## config.mk

```make
export PLATFORM = sky130hd
export DESIGN_NAME = waveform_loader_flat
export DESIGN_NICKNAME = d
export VERILOG_FILES = /design/src/rtl/waveform_loader_if.sv /design/src/rtl/waveform_loader.sv /design/src/flat_wrapper.sv
export SDC_FILE = /design/constraint.sdc
export NUM_CORES = 1
export LEC_CHECK = 0
export BUFFER_PORTS_ARGS = -buffer_cell sky130_fd_sc_hd__buf_4
export CAP_MARGIN = 15
export CORE_MARGIN = 4
export CORE_UTILIZATION = 40
export CTS_BUF_LIST = sky130_fd_sc_hd__clkbuf_4
export DETAILED_ROUTE_END_ITERATION = 12
export SYNTH_ARGS = -nofsm -noshare
export SYNTH_HDL_FRONTEND = slang
export SYNTH_SLANG_ARGS = --single-unit
```

## constraint.sdc

```tcl
create_clock -name clk_in1 -period 4.65 [get_ports clk_in1]
set_input_delay 0.93 -clock clk_in1 [delete_from_list [all_inputs] [get_ports clk_in1]]
set_output_delay 0.93 -clock clk_in1 [all_outputs]
set_load 0.01 [all_outputs]
```

## src/rtl/waveform_loader_if.sv

```systemverilog
// Bus bundle for the waveform loader: host byte stream in, write request
// handshake and packed 32-bit word stream out.
interface waveform_loader_if;
  logic [7:0]   s_axis_tdata;
  logic         s_axis_tvalid;
  logic         s_axis_tlast;
  logic         s_axis_tready;
  logic         wf_write_ready;
  logic         init_wf_write;
  logic [127:0] waveform_parameters;
  logic [31:0]  wfin_axis_tdata;
  logic         wfin_axis_tvalid;
  logic         wfin_axis_tlast;
  logic [3:0]   wfin_axis_tkeep;
  logic         wfin_axis_tready;

  // Loader side of the bundle
  modport master (
    input  s_axis_tdata, s_axis_tvalid, s_axis_tlast, wf_write_ready, wfin_axis_tready,
    output s_axis_tready, init_wf_write, waveform_parameters,
           wfin_axis_tdata, wfin_axis_tvalid, wfin_axis_tlast, wfin_axis_tkeep
  );

  // Host / downstream side of the bundle
  modport slave (
    output s_axis_tdata, s_axis_tvalid, s_axis_tlast, wf_write_ready, wfin_axis_tready,
    input  s_axis_tready, init_wf_write, waveform_parameters,
           wfin_axis_tdata, wfin_axis_tvalid, wfin_axis_tlast, wfin_axis_tkeep
  );
endinterface

```

## src/rtl/waveform_loader.sv

```systemverilog
// Waveform loader: packs a host byte stream into exactly size_q 32-bit words,
// requests the downstream write first, and pads or drains mismatched frames.
module waveform_loader #(
  parameter int unsigned MAX_WORDS     = 4096,
  parameter bit          LITTLE_ENDIAN = 1'b1
) (
  input  logic              clk_in1,
  input  logic              aresetn,
  input  logic              load_start,
  input  logic [31:0]       load_size,
  waveform_loader_if.master bus,
  output logic              busy,
  output logic              done,
  output logic              err_size,
  output logic              err_short,
  output logic              err_long
);

  typedef enum logic [2:0] {IDLE, REQ, PACK, PAD, DRAIN, DONE} state_t;

  state_t      state_q, state_d;
  logic [31:0] size_q;
  logic [31:0] loadCnt_q;   // words placed into the output register so far
  logic [1:0]  byteIdx_q;
  logic [23:0] lane_q;      // bytes 0..2 of the word being assembled
  logic [31:0] outData_q;
  logic        outValid_q, outLast_q;
  logic        init_q, errSize_q, errShort_q, errLong_q, hostEnd_q;

  logic        sReady, byteAcc, packByte, loadWord, loadLast;
  logic [31:0] loadData;
  logic        startOk, startBad, setShort, setLong, drainLast;
  logic        outFree, lastWord;

  function automatic logic [31:0] packWord(input logic [7:0] b0, input logic [7:0] b1,
                                           input logic [7:0] b2, input logic [7:0] b3);
    if (LITTLE_ENDIAN) return {b3, b2, b1, b0};
    else               return {b0, b1, b2, b3};
  endfunction

  assign outFree  = !outValid_q || bus.wfin_axis_tready;
  assign lastWord = (loadCnt_q == size_q - 32'd1);

  // Next-state and per-cycle control decisions
  always_comb begin
    state_d   = state_q;
    sReady    = 1'b0;
    byteAcc   = 1'b0;
    packByte  = 1'b0;
    loadWord  = 1'b0;
    loadData  = 32'h0;
    loadLast  = 1'b0;
    startOk   = 1'b0;
    startBad  = 1'b0;
    setShort  = 1'b0;
    setLong   = 1'b0;
    drainLast = 1'b0;
    case (state_q)
      IDLE: begin
        if (load_start) begin
          if ((load_size != 32'd0) && (load_size <= MAX_WORDS)) begin
            startOk = 1'b1;
            state_d = REQ;
          end else begin
            startBad = 1'b1;
          end
        end
      end
      REQ: begin
        if (init_q && bus.wf_write_ready) state_d = PACK;
      end
      PACK: begin
        sReady  = (loadCnt_q != size_q) && ((byteIdx_q != 2'd3) || outFree);
        byteAcc = sReady && bus.s_axis_tvalid;
        if (byteAcc) begin
          if (byteIdx_q == 2'd3) begin
            loadWord = 1'b1;
            loadData = packWord(lane_q[7:0], lane_q[15:8], lane_q[23:16], bus.s_axis_tdata);
            loadLast = lastWord;
          end else begin
            packByte = 1'b1;
          end
          if ((byteIdx_q == 2'd3) && lastWord) begin
            if (!bus.s_axis_tlast) begin
              setLong = 1'b1;
              state_d = DRAIN;
            end
          end else if (bus.s_axis_tlast) begin
            setShort = 1'b1;
            state_d  = PAD;
          end
        end else if ((loadCnt_q == size_q) && outFree) begin
          state_d = DONE;
        end
      end
      PAD: begin
        if (loadCnt_q != size_q) begin
          if (outFree) begin
            loadWord = 1'b1;
            loadData = packWord(lane_q[7:0], lane_q[15:8], lane_q[23:16], 8'h00);
            loadLast = lastWord;
          end
        end else if (outFree) begin
          state_d = DONE;
        end
      end
      DRAIN: begin
        // The final packed word may still be waiting for its handshake here
        sReady    = 1'b1;
        byteAcc   = bus.s_axis_tvalid;
        drainLast = byteAcc && bus.s_axis_tlast;
        if ((hostEnd_q || drainLast) && outFree) state_d = DONE;
      end
      DONE: begin
        state_d = IDLE;
      end
      default: state_d = IDLE;
    endcase
  end

  // State register
  always_ff @(posedge clk_in1 or negedge aresetn) begin
    if (!aresetn) state_q <= IDLE;
    else          state_q <= state_d;
  end

  // Datapath: size latch, byte lanes, output word register, request and error flags
  always_ff @(posedge clk_in1 or negedge aresetn) begin
    if (!aresetn) begin
      size_q     <= 32'h0;
      loadCnt_q  <= 32'h0;
      byteIdx_q  <= 2'd0;
      lane_q     <= 24'h0;
      outData_q  <= 32'h0;
      outValid_q <= 1'b0;
      outLast_q  <= 1'b0;
      init_q     <= 1'b0;
      errSize_q  <= 1'b0;
      errShort_q <= 1'b0;
      errLong_q  <= 1'b0;
      hostEnd_q  <= 1'b0;
    end else begin
      errSize_q <= startBad;
      if (startOk) begin
        size_q     <= load_size;
        loadCnt_q  <= 32'h0;
        byteIdx_q  <= 2'd0;
        lane_q     <= 24'h0;
        init_q     <= 1'b1;
        errShort_q <= 1'b0;
        errLong_q  <= 1'b0;
        hostEnd_q  <= 1'b0;
      end
      if ((state_q == REQ) && init_q && bus.wf_write_ready) init_q <= 1'b0;
      if (setShort)  errShort_q <= 1'b1;
      if (setLong)   errLong_q  <= 1'b1;
      if (drainLast) hostEnd_q  <= 1'b1;
      if (loadWord) begin
        outData_q  <= loadData;
        outLast_q  <= loadLast;
        outValid_q <= 1'b1;
        loadCnt_q  <= loadCnt_q + 32'd1;
        byteIdx_q  <= 2'd0;
        lane_q     <= 24'h0;
      end else begin
        if (outValid_q && bus.wfin_axis_tready) outValid_q <= 1'b0;
        if (packByte) begin
          case (byteIdx_q)
            2'd0:    lane_q[7:0]   <= bus.s_axis_tdata;
            2'd1:    lane_q[15:8]  <= bus.s_axis_tdata;
            2'd2:    lane_q[23:16] <= bus.s_axis_tdata;
            default: lane_q        <= lane_q;
          endcase
          byteIdx_q <= byteIdx_q + 2'd1;
        end
      end
    end
  end

  assign bus.s_axis_tready       = sReady;
  assign bus.init_wf_write       = init_q;
  assign bus.waveform_parameters = busy ? {96'h0, size_q} : 128'h0;
  assign bus.wfin_axis_tdata     = outData_q;
  assign bus.wfin_axis_tvalid    = outValid_q;
  assign bus.wfin_axis_tlast     = outLast_q;
  assign bus.wfin_axis_tkeep     = outValid_q ? 4'hF : 4'h0;
  assign busy                    = (state_q != IDLE);
  assign done                    = (state_q == DONE);
  assign err_size                = errSize_q;
  assign err_short               = errShort_q;
  assign err_long                = errLong_q;

endmodule

```

## src/flat_wrapper.sv

```systemverilog
// flat-port wrapper written by rule: the top's interface ports become plain ports
module waveform_loader_flat 
#(
  parameter int unsigned MAX_WORDS     = 4096,
  parameter bit          LITTLE_ENDIAN = 1'b1
)
  (clk_in1, aresetn, load_start, load_size, busy, done, err_size, err_short, err_long, bus_s_axis_tdata, bus_s_axis_tvalid, bus_s_axis_tlast, bus_wf_write_ready, bus_wfin_axis_tready, bus_s_axis_tready, bus_init_wf_write, bus_waveform_parameters, bus_wfin_axis_tdata, bus_wfin_axis_tvalid, bus_wfin_axis_tlast, bus_wfin_axis_tkeep);
  waveform_loader_if bus_i ();
  input  logic clk_in1;
  input  logic aresetn;
  input  logic load_start;
  input  logic [31:0] load_size;
  output logic busy;
  output logic done;
  output logic err_size;
  output logic err_short;
  output logic err_long;
  input wire logic [$bits(bus_i.s_axis_tdata)-1:0] bus_s_axis_tdata;
  input wire logic [$bits(bus_i.s_axis_tvalid)-1:0] bus_s_axis_tvalid;
  input wire logic [$bits(bus_i.s_axis_tlast)-1:0] bus_s_axis_tlast;
  input wire logic [$bits(bus_i.wf_write_ready)-1:0] bus_wf_write_ready;
  input wire logic [$bits(bus_i.wfin_axis_tready)-1:0] bus_wfin_axis_tready;
  output wire logic [$bits(bus_i.s_axis_tready)-1:0] bus_s_axis_tready;
  output wire logic [$bits(bus_i.init_wf_write)-1:0] bus_init_wf_write;
  output wire logic [$bits(bus_i.waveform_parameters)-1:0] bus_waveform_parameters;
  output wire logic [$bits(bus_i.wfin_axis_tdata)-1:0] bus_wfin_axis_tdata;
  output wire logic [$bits(bus_i.wfin_axis_tvalid)-1:0] bus_wfin_axis_tvalid;
  output wire logic [$bits(bus_i.wfin_axis_tlast)-1:0] bus_wfin_axis_tlast;
  output wire logic [$bits(bus_i.wfin_axis_tkeep)-1:0] bus_wfin_axis_tkeep;
  assign bus_i.s_axis_tdata = bus_s_axis_tdata;
  assign bus_i.s_axis_tvalid = bus_s_axis_tvalid;
  assign bus_i.s_axis_tlast = bus_s_axis_tlast;
  assign bus_i.wf_write_ready = bus_wf_write_ready;
  assign bus_i.wfin_axis_tready = bus_wfin_axis_tready;
  assign bus_s_axis_tready = bus_i.s_axis_tready;
  assign bus_init_wf_write = bus_i.init_wf_write;
  assign bus_waveform_parameters = bus_i.waveform_parameters;
  assign bus_wfin_axis_tdata = bus_i.wfin_axis_tdata;
  assign bus_wfin_axis_tvalid = bus_i.wfin_axis_tvalid;
  assign bus_wfin_axis_tlast = bus_i.wfin_axis_tlast;
  assign bus_wfin_axis_tkeep = bus_i.wfin_axis_tkeep;
  waveform_loader #(.MAX_WORDS(MAX_WORDS), .LITTLE_ENDIAN(LITTLE_ENDIAN)) u_core (.clk_in1(clk_in1), .aresetn(aresetn), .load_start(load_start), .load_size(load_size), .bus(bus_i), .busy(busy), .done(done), .err_size(err_size), .err_short(err_short), .err_long(err_long));
endmodule
```

==> results by stage, run 1 <==
Final layout:
- The repair_antennas step left the layout with diodes totalling 0.
- Relative to the synthesized area, the layout overhead comes to 13.4%.
- In the layout the commonest cells are sky130_fd_sc_hd__nand2_1 (141), sky130_fd_sc_hd__buf_4 (132), sky130_fd_sc_hd__dfrtp_1 (132), sky130_fd_sc_hd__conb_1 (96), sky130_fd_sc_hd__nand3_1 (47).
- Leaving out fill and tap cells, the most frequent cell in the layout is sky130_fd_sc_hd__nand2_1.
- The fraction of layout instances using a drive strength above 1 is ~19%.
- The summed area of non-filler cells in the final layout is approximately 9000 sq um.
- In the final design database the tool counted about 1100 nets.

Pwr:
- The switching part of the total is between 20% and 30%.
- The part of the total power dissipated in combinational logic is around 5.6%.
- The total power of the final layout is about 2.1 mW.
- The net switching component of the power is between 0.5 and 0.6 mW.
- The internal portion of the total power is ~1.5 mW.
- The largest vdd supply drop is between 0.15 and 0.2 mV.
- Per report_power, the clock group accounts for between 30% and 40% of the total.
- The leakage power is approximately 4.6 nW.
- Power spread over the standard cell area amounts to about 230 nW/um^2.
- The share of total power in sequential cells is between 50% and 60%.

Global route:
- The number of global-route vias before repair came to about 6000.
- For this run the aggregate overflow at the end of global routing stands at 0.
- The initial antenna violation count is 0.
- The first global-routing pass estimated 31.9 mm of wire.
- The largest net degree at the start of global routing is 81.
- Global routing used 18.0% of the available tracks.

Critical path:
- The logic depth of the worst register-to-register path is 8.
- The cell with the largest stage delay on the worst path is sky130_fd_sc_hd__dfrtp_1.
- The signal on the critical path passes through xnor2_1 -> nand2_1 -> nor4bb_1 -> and3_1 -> nand3b_1 -> a21oi_1 -> buf_4.
- The capturing element type of the critical path is an output pin.
- Data arrives at the worst endpoint at ~2.7 ns.
- The reg-to-reg startpoint is u_core.size_q[8].
- The critical path start-end classification is flip-flop to output pin.
- For this run, the slowest stage of the critical path takes around 0.5 ns.
- The type of origin of the critical path is a flip-flop.
- The worst register-to-register path ends at u_core.state_q[2].
- Of all nets on the critical path, the largest fanout is 8.
- Across all register-to-register paths, the minimum setup slack is around 1.2 ns.
- The critical path required time is ~3.7 ns.

Die:
- The number of top-level pins is 220.
- The height of the chip is about 150 um.
- In this run the core area contains 51 standard-cell rows.
- The die covers roughly 22000 sq um.
- For this configuration, the core starts out at a cell density of approximately two fifths.
- The width of the die is about 150 um.
- After floorplanning, the core was sized to cover just under 20000 sq um.

CTS:
- The root buffer cell chosen for the clock tree is sky130_fd_sc_hd__clkbuf_4.
- The clock-pin slew on the worst setup and hold paths is between 0.1 and 0.15 ns.
- CTS built an H-tree with a depth of 4.
- The post-CTS setup repair buffer count is 0.
- The number of hold buffers added after cts is 0.
- The clock passes through at most 2 buffers.
- The clock tree from TritonCTS is done.
- The clock net in this run drives a total of between 100 and 150 sinks.
- The clock reaches the later pin of the worst-skew pair after approximately 0.54 ns.
- Counting the buffers created by CTS gives 17.
- After clock tree synthesis, the repair step resized 0 gates.

STA:
- The final period demand of the worst path is ~3.6 ns.
- The count of pins over their slew limit is 0.
- In this run the tightest slew margin relative to its limit is between 30% and 40%.
- Hold timing on the final database bottoms out at a slack of slightly below 0.4 ns.
- The part of the cycle the worst path needs is 78.1%.
- Setup repair after global routing left no endpoint under its margin.
- The number of hold violations in the final report is 0.
- The transition at the pin with the smallest max-transition slack is between 0.9 and 1 ns.
- Based on the critical path, the design can be clocked at up to approximately 280 MHz.
- The sum of negative setup slack is 0 ns.
- Setup violations remaining at the end of the flow were counted as 0.
- The final setup skew is 0.0317 ns.
- In the post-route analysis, the smallest setup slack over all paths is 1.02 ns.

Yosys:
- Yosys printed 0 warnings.
- Synthesis produced a netlist whose cell count is 900.
- The most used flip-flop cell after synthesis is sky130_fd_sc_hd__dfrtp_1.
- Averaged over all synthesized cells, the footprint is slightly below 9 sq um.
- Yosys mapped a number of flops with a built-in enable equal to 0.
- The post-synthesis sequential element count is 132.
- In this run the cell area of the synthesized design comes to approximately 8000 sq um.
- Yosys mapped the design onto 65 distinct sky130hd cell types.
- In the synthesized netlist the async set-or-reset flop fraction comes to 100%.
- For this run, the register share of the synthesized area comes to about two fifths.

Drt:
- The routed design has between 20 and 25 mm of wire.
- For this block, the initial DRC count from the detailed router was around 440.
- The vias after detailed routing is 6496.
- The post-route DRC violation count is 0.
- The wire length per cell is ~16 um.
- Dividing the detail-routed via count by the number of cells gives roughly 5.
- Once detail routing completed, the nets flagged for antenna violations numbered 0.
- The first TritonRoute pass finished after 5 iterations.

Min path:
- The min-delay analysis places its worst path in the category input pin to asynchronous set/reset pin.

Placement:
- The placement-stage cell area is a little under 9000 sq um.
- The count of buffers added on input and output ports is between 100 and 150.
- At the placement stage, the worst setup path has a slack of around 1.2 ns.
- The global placer's final weighted congestion is between 0.9 and 1.
- The HPWL reported at the end of detailed placement is 15.0 mm.

Flow run:
- The tool flagged a number of max-cap violations equal to 0.

Outcome:
- The flow ran to the end, and the final reports show no timing, DRC or antenna violations.
## synth_stat cells, drive strengths merged, types with 3 or more instances
master | n | area (sq um)
a21oi | 42 | 210
a22o | 9 | 78.8
a31oi | 12 | 75.1
and2 | 21 | 131
and3 | 8 | 50.1
buf | 109 | 800
clkbuf | 35 | 131
dfrtp | 132 | 3300
ha | 6 | 75.1
inv | 19 | 71.3
mux2 | 12 | 135
mux2i | 11 | 110
nand2 | 141 | 529
nand2b | 6 | 37.5
nand3 | 48 | 240
nand3b | 3 | 22.5
nand4 | 17 | 113
nor2 | 35 | 139
nor2b | 30 | 188
nor3 | 16 | 85.1
nor3b | 3 | 27.5
nor4 | 26 | 199
nor4b | 4 | 35.0
o211ai | 5 | 37.5
o21ai | 38 | 190
o22ai | 3 | 18.8
o311ai | 4 | 35.0
o31ai | 7 | 52.6
o41ai | 3 | 26.3
or2 | 3 | 18.8
or3 | 7 | 43.8
or4 | 8 | 71.3
or4b | 3 | 30.0
xnor2 | 27 | 236
xor2 | 24 | 210
## power groups by stage
| stage | logic (mW) | registers, mW | clock network [mW] |
|---|---|---|---|
| floorplan | 0.110 | 1.18 | 0 |
| global placement | 0.117 | 1.18 | 0 |
| detailed placement | 0.118 | 1.18 | 0 |
| CTS | 0.118 | 1.16 | 0.842 |
| global route | 0.133 | 1.16 | 0.889 |
| finish | 0.118 | 1.16 | 0.810 |
## sequential cells by signal, summed over array words and instances, names as in the netlist
register	cells
u_core.bus.init_wf_write	1
u_core.bus.wfin_axis_tdata	32
u_core.bus.wfin_axis_tlast	1
u_core.bus.wfin_axis_tvalid	1
u_core.byteIdx_q	2
u_core.err_long	1
u_core.err_short	1
u_core.err_size	1
u_core.hostEnd_q	1
u_core.lane_q	24
u_core.loadCnt_q	32
u_core.size_q	32
u_core.state_q	3
## layer usage
layer	vias to the layer above	track usage (%)	share of wire, %	wire length, um
met3	22	4.41	6.4	1320
li1	3140	-	-	-
met1	3114	25.5	47	9570
met2	220	27.7	45	9340
met5	-	0	0	0
met4	0	4.49	1.5	301
## critical path: cells and delay by family (launching register included)
| kind | cells | cell delay [ns] |
|---|---|---|
| simple gates | 4 | 1.15 |
| flops | 1 | 0.49 |
| xor+xnor | 1 | 0.31 |
| buf+inv | 1 | 0.15 |
| compound gates | 1 | 0.07 |
## layout make-up
| type | instances | area (sq um) |
|---|---|---|
| inverters | 19 | 71.3 |
| well taps | 265 | 332 |
| repair buffers | 133 | 1000 |
| clock inverters | 15 | 166 |
| flip-flops and latches | 132 | 3300 |
| fillers | 1915 | 10500 |
| clock buffers | 17 | 128 |
| multi-input cells | 700 | 4020 |
## cell families after synthesis
kind of cell | share of synthesized area (%)
muxes | 3.08
AOI/OAI and AO/OA | 10.5
and+or+nand+nor | 25.7
DFF | 41.5
adders and majority gates | 0.943
buffers and inverters | 12.6
xor gates and xnor gates | 5.61
other | 0.0471
## through the flow
step                cells  util [%]
CTS                  1281      46.2
finish               1281      46.2
detailed placement   1249      44.7
global route         1281      46.2
floorplan             995         -
global placement     1249      44.7
## worst max-delay path by stage
stage | startpoint | to | slack [ns] | cells after the start
after detailed placement | u_core.size_q[8] | u_core.state_q[2] | 1.19 | 8
after floorplan | u_core.size_q[8] | u_core.state_q[2] | 1.43 | 9
after CTS | u_core.size_q[26] | bus_s_axis_tready | 0.98 | 7
after global routing | u_core.size_q[26] | bus_s_axis_tready | 0.85 | 7
after global placement | u_core.size_q[8] | u_core.state_q[2] | 1.19 | 8
final | u_core.size_q[26] | bus_s_axis_tready | 1.02 | 7
Note: power is estimated with default switching activity, not from simulation.
==> inputs of run 2 (changes only) <==
Settings changed: ABC_AREA set to 1, PLACE_DENSITY set to 0.65.
Clock period 4.65 ns to 3.3 ns, I/O delays scaled along.
==> run 2 against run 1 <==
Routed wire length increased by 14%. Core utilization decreased by 0.29 points. Sequential share of layout area is 3.6 points lower. Design area is 11% higher. Die area is 11% higher. Global-route usage rose by 1.4 points. Synthesized cell count is 38% higher. Clock skew shrank 0.0066 ns. Power increased to 3.2 times the previous value. Largest power group is now combinational cells.
==> results by stage, run 2 <==
Critical path:
- The dominant cell type by count on the critical path is sky130_fd_sc_hd__nand2_4.
- The critical path start-end classification is flip-flop to output pin.
- STA classifies the critical path endpoint as an output pin.
- The cell with the largest stage delay on the worst path is sky130_fd_sc_hd__dfrtp_1.
- The critical path required time came to 2.64 ns (-1.08 ns).
- The largest fanout on the critical path came to 4 (-4).
- The critical path's largest stage delay was 0.52 ns (+0.03 ns).
- The arrival time at the worst endpoint is 2.42 ns (-0.28 ns).
- STA classifies the critical path startpoint as a flip-flop.
- The signal on the critical path passes through xnor2_1 -> nand4_1 -> nor2_4 -> nand2_4 -> nand2_4 -> o21ai_0 -> buf_4.

Drt:
- The vias after detailed routing is 7779 (+20%).
- The mean number of vias per cell is 4.68 (-7.6%).
- The starting DRC count in detailed routing is 538 (+22%).
- The number of search-and-repair iterations in the first detailed-routing pass is 5 (unchanged).
- The remaining antenna violation count after routing is 0 (unchanged).
- The total detailed-routing wirelength is 23.4 mm (+14%).
- The post-route DRC violation count is 0 (unchanged).
- The wire length per cell came to 14.1 um (-12%).

Global route:
- The number of global-route vias before repair is 7626 (+26%).
- The initial antenna violation count was 0 (unchanged).
- The global routing usage summed across all routing layers was 19.3% (+1.4 points).
- The remaining global-route overflow is 0 (unchanged).
- The wire length of the first global-routing pass was 38.3 mm (+20%).
- The largest net degree at the start of global routing is 71 (-12%).

Pwr:
- The cell-internal power is 3.73 mW (+140%).
- The ratio of total power to cell area is 658 nW/um^2 (+180%).
- The relative contribution of the clock network to total power is 18.1% (-21 points).
- The net switching component of the power was 2.87 mW (+410%).
- The leakage power came to 5.11 nW (+11%).
- The largest vdd supply drop is 0.404 mV (+110%).
- The part of the total power dissipated in combinational logic is 44.6% (+39 points).
- The switching part of the total is 43.5% (+16 points).
- The share of total power in sequential cells is 37.3% (-18 points).
- The total power of the final layout is 6.59 mW (+220%).

Yosys:
- The post-synthesis sequential element count is 132 (unchanged).
- The area fraction of the dominant cell type after synthesis came to 37.3% (-4.2 points).
- The count of yosys warnings during synthesis was 0 (unchanged).
- Ranked by instance count, the synthesized netlist is headed by sky130_fd_sc_hd__nand2_1 (319), sky130_fd_sc_hd__nor2_1 (184), sky130_fd_sc_hd__inv_1 (155), sky130_fd_sc_hd__dfrtp_1 (132), sky130_fd_sc_hd__buf_4 (102).
- The post-synthesis cell type with the largest combined area is sky130_fd_sc_hd__dfrtp_1.
- The number of different library cells in the post-synthesis netlist is 43 (-34%).
- After synthesis, the cell types taking the most area are sky130_fd_sc_hd__dfrtp_1 (37%), sky130_fd_sc_hd__nand2_1 (14%), sky130_fd_sc_hd__buf_4 (8.6%).
- The number of flops mapped to enable cells by yosys came to 0 (unchanged).
- The netlist area before placement is 8860 sq um (+11%).
- The number of instances in the synthesized netlist is 1246 (+38%).
- The fraction of registers with async set or reset after synthesis is 100% (unchanged).
- The most used flip-flop cell after synthesis is sky130_fd_sc_hd__dfrtp_1.
- The dominant cell by count in the synthesized netlist is sky130_fd_sc_hd__nand2_1.
- The proportion of synthesized chip area in sequential cells came to 37.3% (-4.2 points).
- The average instance area after synthesis is 7.11 sq um (-20%).

Final layout:
- The filler-free cell count of the finished design came to 1661 (+30%).
- The count of nets after finishing is 1421 (+35%).
- In the layout the commonest cells are sky130_fd_sc_hd__nand2_1 (319), sky130_fd_sc_hd__nor2_1 (183), sky130_fd_sc_hd__inv_1 (155), sky130_fd_sc_hd__buf_4 (133), sky130_fd_sc_hd__dfrtp_1 (131).
- The layout-stage area growth over the synthesis result is 13.1%.
- The core occupancy in the finished layout is 45.9% (-0.29 points).
- The count of filler cells inserted in the layout is 2259 (+18%).
- The library cell used most frequently in the layout, excluding fill and tap cells, is sky130_fd_sc_hd__nand2_1.
- The final antenna diode count is 0 (unchanged).
- The fraction of layout instances using a drive strength above 1 is 15.7% (-3.6 points).

Placement:
- The global placer's final weighted congestion is 0.952 (+5.2%).
- The count of placed standard cells including taps came to 1629 (+30%).
- The number of buffer cells added on primary ports was 123 (unchanged).
- The HPWL reported at the end of detailed placement was 18.4 mm (+23%).

CTS:
- In this run the clock root is driven by a sky130_fd_sc_hd__clkbuf_4.
- The clock-pin slew on the worst setup and hold paths is 0.15 ns (about the same).
- TritonCTS built the clock tree.
- The post-CTS setup repair buffer count came to 0 (unchanged).
- The latest clock arrival within the worst-skew pair is 0.57 ns (+0.03 ns).
- The number of buffers created by CTS came to 17 (unchanged).
- The H-tree level count was 4 (unchanged).
- The TritonCTS sink count is 132 (unchanged).
- The clock tree buffer depth came to 2 (unchanged).

Flow run:
- The max capacitance violation total came to 0 (unchanged).

STA:
- Derived from the worst setup path, the maximum achievable clock frequency is between 300 and 400 MHz.
- The final setup skew was 0.0250 ns (-0.00664 ns).
- The number of hold violations in the final report is 0 (unchanged).
- The part of the cycle the worst path needs is 93.5%.
- The minimum hold slack came to 0.0661 ns (-0.322 ns).
- The transition at the pin with the smallest max-transition slack came to 0.680 ns (-0.241 ns).
- Setup repair after global routing could not meet its margin everywhere.
- The worst max-slew margin expressed relative to the limit is 54.3% (+16 points).
- The total setup violations reported at the end of the flow is 0 (unchanged).
- The sum of negative setup slack was 0 ns (unchanged).
- The count of pins over their slew limit is 0 (unchanged).
- The final period demand of the worst path is just over 3 ns.

Die:
- The height of the chip is 157 um (+5.2%).
- The number of rows created at floorplan is 54 (+5.9%).
- The number of top-level pins is 220 (unchanged).
- The initial core utilization is 40.6% (-0.16 points).
- The width of the die is 157 um (+5.2%).
- The floorplan core area is 21800 sq um (+12%).
- The area enclosed by the die boundary was 24600 sq um (+11%).

Outcome:
- The run finished with clean final reports.

Min path:
- The path type of the worst min-delay path is input pin to asynchronous set/reset pin.
-- run 2: cell count changes in the layout (fill, tap and decap cells not counted), sizes merged, moves of 18 or more --
cell	before	now
nand2	141	327
nor2	35	197
inv	27	167
o21ai	38	78
a21oi	42	6
nor2b	30	0
nand3	48	77
nor4	26	4
and2	21	3
-- run 2: worst paths after layout --
| path | startpoint | to | slack (ns) | cells after the start |
|---|---|---|---|---|
| worst max-delay path | u_core.size_q[8] | bus_s_axis_tready | 0.22 | 7 |
| worst min-delay path | aresetn | u_core.state_q[1] | 0.07 | 1 |
| worst max register to register | u_core.size_q[1] | u_core.state_q[2] | 0.44 | 17 |
| worst min register to register | u_core.bus.wfin_axis_tdata[12] | u_core.bus.wfin_axis_tdata[12] | 0.49 | 2 |
| max in group asynchronous | aresetn | u_core.size_q[17] | 2.41 | 2 |
| min in group clk_in1 | load_size[9] | u_core.size_q[9] | 0.29 | 3 |
-- run 2: cell families (layout without fill, tap and decap cells) --
kind of cell / count (synthesis) / after routing / share of synthesized area [%]
XOR/XNOR: 50 / 50 / 5.11
buffers and inverters: 288 / 328 / 17.3
other: 1 / 96 / 0.0423
AND/OR/NAND/NOR: 663 / 663 / 33.0
AO/OA/AOI/OAI: 106 / 106 / 6.41
flip-flops: 132 / 132 / 37.3
adder cells (fa/ha/maj): 6 / 6 / 0.847
-- run 2: power groups by stage --
stage | Sequential (mW) | Combinational, mW | Clock (mW)
2_1_floorplan | 2.47 | 1.81 | 0
3_3_place_gp | 2.48 | 2.92 | 0
3_5_place_dp | 2.48 | 2.97 | 0
4_1_cts | 2.45 | 2.99 | 1.23
5_1_grt | 2.52 | 3.32 | 1.29
6_report | 2.46 | 2.94 | 1.19
-- run 2: timing repair --
action / CTS / global route
gates resized for setup: 0 / 4
setup endpoints to repair: 0 / 3
hold buffers: 0 / 0
-- run 2: per-layer routing --
layer  part of all wire (%)  wire (um)  track usage, %  vias up
met2                     48      11200            31.9      221
met5                      0          0               0        -
met4                    1.5        341            4.79        0
met3                    5.6       1300            3.65       24
met1                     45      10600            26.4     3593
li1                       -          -               -     3941
-- run 2: per-stage QoR --
stage	cell area, sq um	setup WS (ns)
final	10000	0.216
after global routing	10000	-0.0272
after CTS	10000	0.163
after detailed placement	9700	0.387
after global placement	9700	0.441
after floorplan	9220	1.09
-- run 2: critical path, delay by kind of cell, from the launching register on --
kind | cells | cell delay (ns)
buffers and inverters | 1 | 0.18
flip-flops | 1 | 0.52
XOR/XNOR | 1 | 0.39
AO/OA/AOI/OAI | 1 | 0.13
AND/OR/NAND/NOR | 4 | 0.63
-- run 2: layout make-up --
cell class	count	area [sq um]	share of cell area (%)
clock buffers	17	128	1.27
clock inverters	15	184	1.83
inverters	160	601	5.99
multi-input cells	921	4410	44.0
flip-flops and latches	132	3300	33.0
well taps	280	350	3.49
repair buffers	136	1050	10.5
==> inputs of run 3 (changes only) <==
Settings changed: ABC_AREA 1 to not set, PLACE_DENSITY 0.65 to 0.66.
==> run 3 against run 2 <==
Final cell count decreased by 21%. Non-clock buffer count increased by 36. Die area decreased by 9.7%. Critical path depth increased by 1. Clock skew about the same. Via count decreased by 14%. First-iteration DRC count decreased by 18%. Maximum frequency decreased by 4.3%. Combinational power decreased by 94%. Power decreased by 55%. Critical endpoint is now u_core.state_q[2]. Count of clock-buffer cells in the layout unchanged. Clock power decreased by 3%.
==> results by stage, run 3 (synthesized netlist as in run 1, its figures left out) <==
STA:
- The transition at the pin with the smallest max-transition slack is 0.686 ns (+0.00571 ns).
- The part of the cycle the worst path needs is 97.7% (+4.2 points).
- The final setup skew came to 0.0255 ns (+0.000438 ns).
- The least setup slack across all paths after layout is 0.0769 ns (-0.139 ns).
- The minimum hold slack is 0.114 ns (+0.0482 ns).
- The total setup violations reported at the end of the flow was 0 (unchanged).
- The count of pins over their slew limit is 0 (unchanged).
- The final period demand of the worst path is 3.22 ns (+0.139 ns).
- Setup repair after global routing could not meet its margin everywhere.
- The number of hold violations in the final report is 0 (unchanged).
- The worst max-slew margin expressed relative to the limit is 54.3% (about the same).
- The achievable frequency was 310 MHz (-4.3%).

Critical path:
- The worst setup path is launched from a flip-flop.
- The critical path is of the flip-flop to flip-flop type.
- The capturing element type of the critical path is a flip-flop.
- The logic depth of the worst register-to-register path is 8 (-9).
- The worst reg-to-reg setup slack came to 0.08 ns (-0.36 ns).
- The critical path required time was 3.75 ns (+1.11 ns).
- The arrival time at the worst endpoint is 3.67 ns (+1.25 ns).
- The reg-to-reg startpoint is u_core.size_q[8].
- The largest fanout on the critical path was 5 (+1).
- The end of the worst register-to-register path is u_core.state_q[2].

Pwr:
- The ratio of total power to cell area came to 313 nW/um^2 (-52%).
- The largest vdd supply drop is 0.257 mV (-36%).
- The cell-internal power is 2.15 mW (-42%).
- The share of total power in sequential cells came to 55.4% (+18 points).
- The leakage power was 4.82 nW (-5.6%).
- The net switching component of the power is 0.803 mW (-72%).
- The relative contribution of the clock network to total power is 38.9% (+21 points).
- The part of the total power dissipated in combinational logic is 5.7% (-39 points).
- The switching part of the total was 27.2% (-16 points).

Drt:
- The number of search-and-repair iterations in the first detailed-routing pass was 5 (unchanged).
- The starting DRC count in detailed routing came to 439 (-18%).
- The remaining antenna violation count after routing was 0 (unchanged).
- The vias after detailed routing was 6686 (-14%).
- The post-route DRC violation count is 0 (unchanged).
- The total detailed-routing wirelength is 21.2 mm (-9.6%).
- The mean number of vias per cell is 5.07 (+8.2%).
- The wire length per cell is 16.1 um (+14%).

Die:
- The area enclosed by the die boundary came to 22200 sq um (-9.7%).
- The floorplan core area is 19500 sq um (-11%).
- The number of rows created at floorplan came to 51 (-5.6%).
- The height of the chip was 149 um (-5.0%).
- The width of the die was 149 um (-5.0%).
- The initial core utilization is 40.8% (+0.16 points).
- The number of top-level pins came to 220 (unchanged).

Placement:
- The post-place setup slack is 0.000256 ns (-0.386 ns).
- The number of buffer cells added on primary ports was 123 (unchanged).
- The global placer's final weighted congestion is 0.966 (+1.5%).
- The HPWL reported at the end of detailed placement is 15.9 mm (-14%).

Final layout:
- The most common cell after layout, fill and taps aside is sky130_fd_sc_hd__buf_4.
- The final antenna diode count is 0 (unchanged).
- The layout-stage area growth over the synthesis result is 18.4%.
- The footprint of the multi-input gates is 4110 sq um (-6.8%).
- Leaving out fill and tap cells, the most frequent cells in the layout are sky130_fd_sc_hd__buf_4 (169), sky130_fd_sc_hd__nand2_1 (141), sky130_fd_sc_hd__dfrtp_1 (130), sky130_fd_sc_hd__conb_1 (96), sky130_fd_sc_hd__nand3_1 (47).
- The count of filler cells inserted in the layout came to 1923 (-15%).
- The count of nets after finishing was 1095 (-23%).
- The fraction of layout instances using a drive strength above 1 came to 23.7% (+8.0 points).
- The register cell area after layout came to 3310 sq um (about the same).

Outcome:
- The flow ran to the end, and the final reports show no timing, DRC or antenna violations.

CTS:
- The H-tree level count is 4 (unchanged).
- The clock root buffer master is sky130_fd_sc_hd__clkbuf_4.
- The latest clock arrival within the worst-skew pair came to 0.56 ns (about the same).
- The number of buffers created by CTS is 17 (unchanged).
- TritonCTS built the clock tree.
- The TritonCTS sink count is 132 (unchanged).
- The clock-pin slew on the worst setup and hold paths is 0.13 ns (-0.02 ns).
- The clock tree buffer depth came to 2 (unchanged).

Global route:
- The initial antenna violation count is 0 (unchanged).
- The global routing usage summed across all routing layers is 18.8% (-0.58 points).
- The largest net degree at the start of global routing came to 74 (+4.2%).
- The wire length of the first global-routing pass is 33.5 mm (-12%).
- The number of global-route vias before repair is 6266 (-18%).
- The remaining global-route overflow came to 0 (unchanged).

Flow run:
- The max capacitance violation total is 0 (unchanged).

Min path:
- The path type of the worst min-delay path is input pin to asynchronous set/reset pin.
==> run 3: changes by cell type in the layout (fill, tap and decap cells not counted), sizes merged, moves of 12 or more <==
cell	previous run	this run
nand2	327	141
nor2	197	35
inv	167	24
o21ai	78	38
a21oi	6	42
buf	136	172
nor2b	0	30
nand3	77	48
nor4	4	26
and2	3	21
mux2	0	12
o22ai	15	3
==> run 3: worst max-delay path by stage <==
stage | slack, ns | startpoint | to
final | 0.08 | u_core.size_q[8] | u_core.state_q[2]
after global routing | -0.02 | u_core.loadCnt_q[29] | bus_s_axis_tready
after CTS | 0.02 | u_core.size_q[8] | bus_s_axis_tready
after detailed placement | 0.0003 | u_core.size_q[8] | u_core.state_q[2]
after global placement | 0.03 | u_core.size_q[8] | u_core.state_q[2]
after floorplan | 0.08 | u_core.size_q[8] | u_core.state_q[2]
==> run 3: area by class of cell <==
type                            instances  share of cell area [%]
Inverter                               19                   0.756
Sequential cell                       132                    35.1
Tap cell                              265                    3.52
Timing Repair Buffer                  172                    13.9
Clock inverter                         15                    1.82
Clock buffer                           17                    1.35
Multi-Input combinational cell        700                    43.6
==> run 3: what timing repair did <==
action | in CTS | in global routing
resized for setup | 10 | 8
hold buffers | 0 | 0
endpoints found under the setup margin | 2 | 2
buffers inserted | 0 | 1
pin swaps | 1 | 5
==> run 3: critical path, cell delays in order, from the launching register on <==
cell	delay, ns
sky130_fd_sc_hd__dfrtp_1	0.40
sky130_fd_sc_hd__or4_4	0.56
sky130_fd_sc_hd__or4_4	0.57
sky130_fd_sc_hd__nor4_2	0.31
sky130_fd_sc_hd__xor2_1	0.10
sky130_fd_sc_hd__nand4bb_1	0.25
sky130_fd_sc_hd__or3_4	0.40
sky130_fd_sc_hd__o311a_1	0.35
sky130_fd_sc_hd__a22o_1	0.19
==> run 3: power groups by stage <==
| stage | clock network, mW | logic (mW) | registers [mW] |
|---|---|---|---|
| floorplan | 0 | 0.156 | 1.66 |
| global placement | 0 | 0.166 | 1.67 |
| detailed placement | 0 | 0.169 | 1.67 |
| CTS | 1.18 | 0.169 | 1.64 |
| global route | 1.24 | 0.191 | 1.64 |
| finish | 1.15 | 0.168 | 1.64 |
==> run 3: routing by layer <==
layer	vias to the layer above	GRT usage, %	routed length (um)
met5	-	0	0
met4	0	4.49	288
met3	21	5.07	1620
met2	232	29.0	9800
met1	3209	26.4	9470
li1	3224	-	-
==> run 3: through the flow <==
stage                     std cells  util (%)  total power [mW]  setup TNS (ns)  cell area (sq um)
after floorplan                 995         -              1.82               0               8320
after global placement         1287      46.2              1.83               0               9030
after detailed placement       1287      46.2              1.84               0               9030
after CTS                      1319      48.1              2.98               0               9380
after global routing           1320      48.3              3.07         -0.0154               9430
final                          1320      48.3              2.95               0               9430
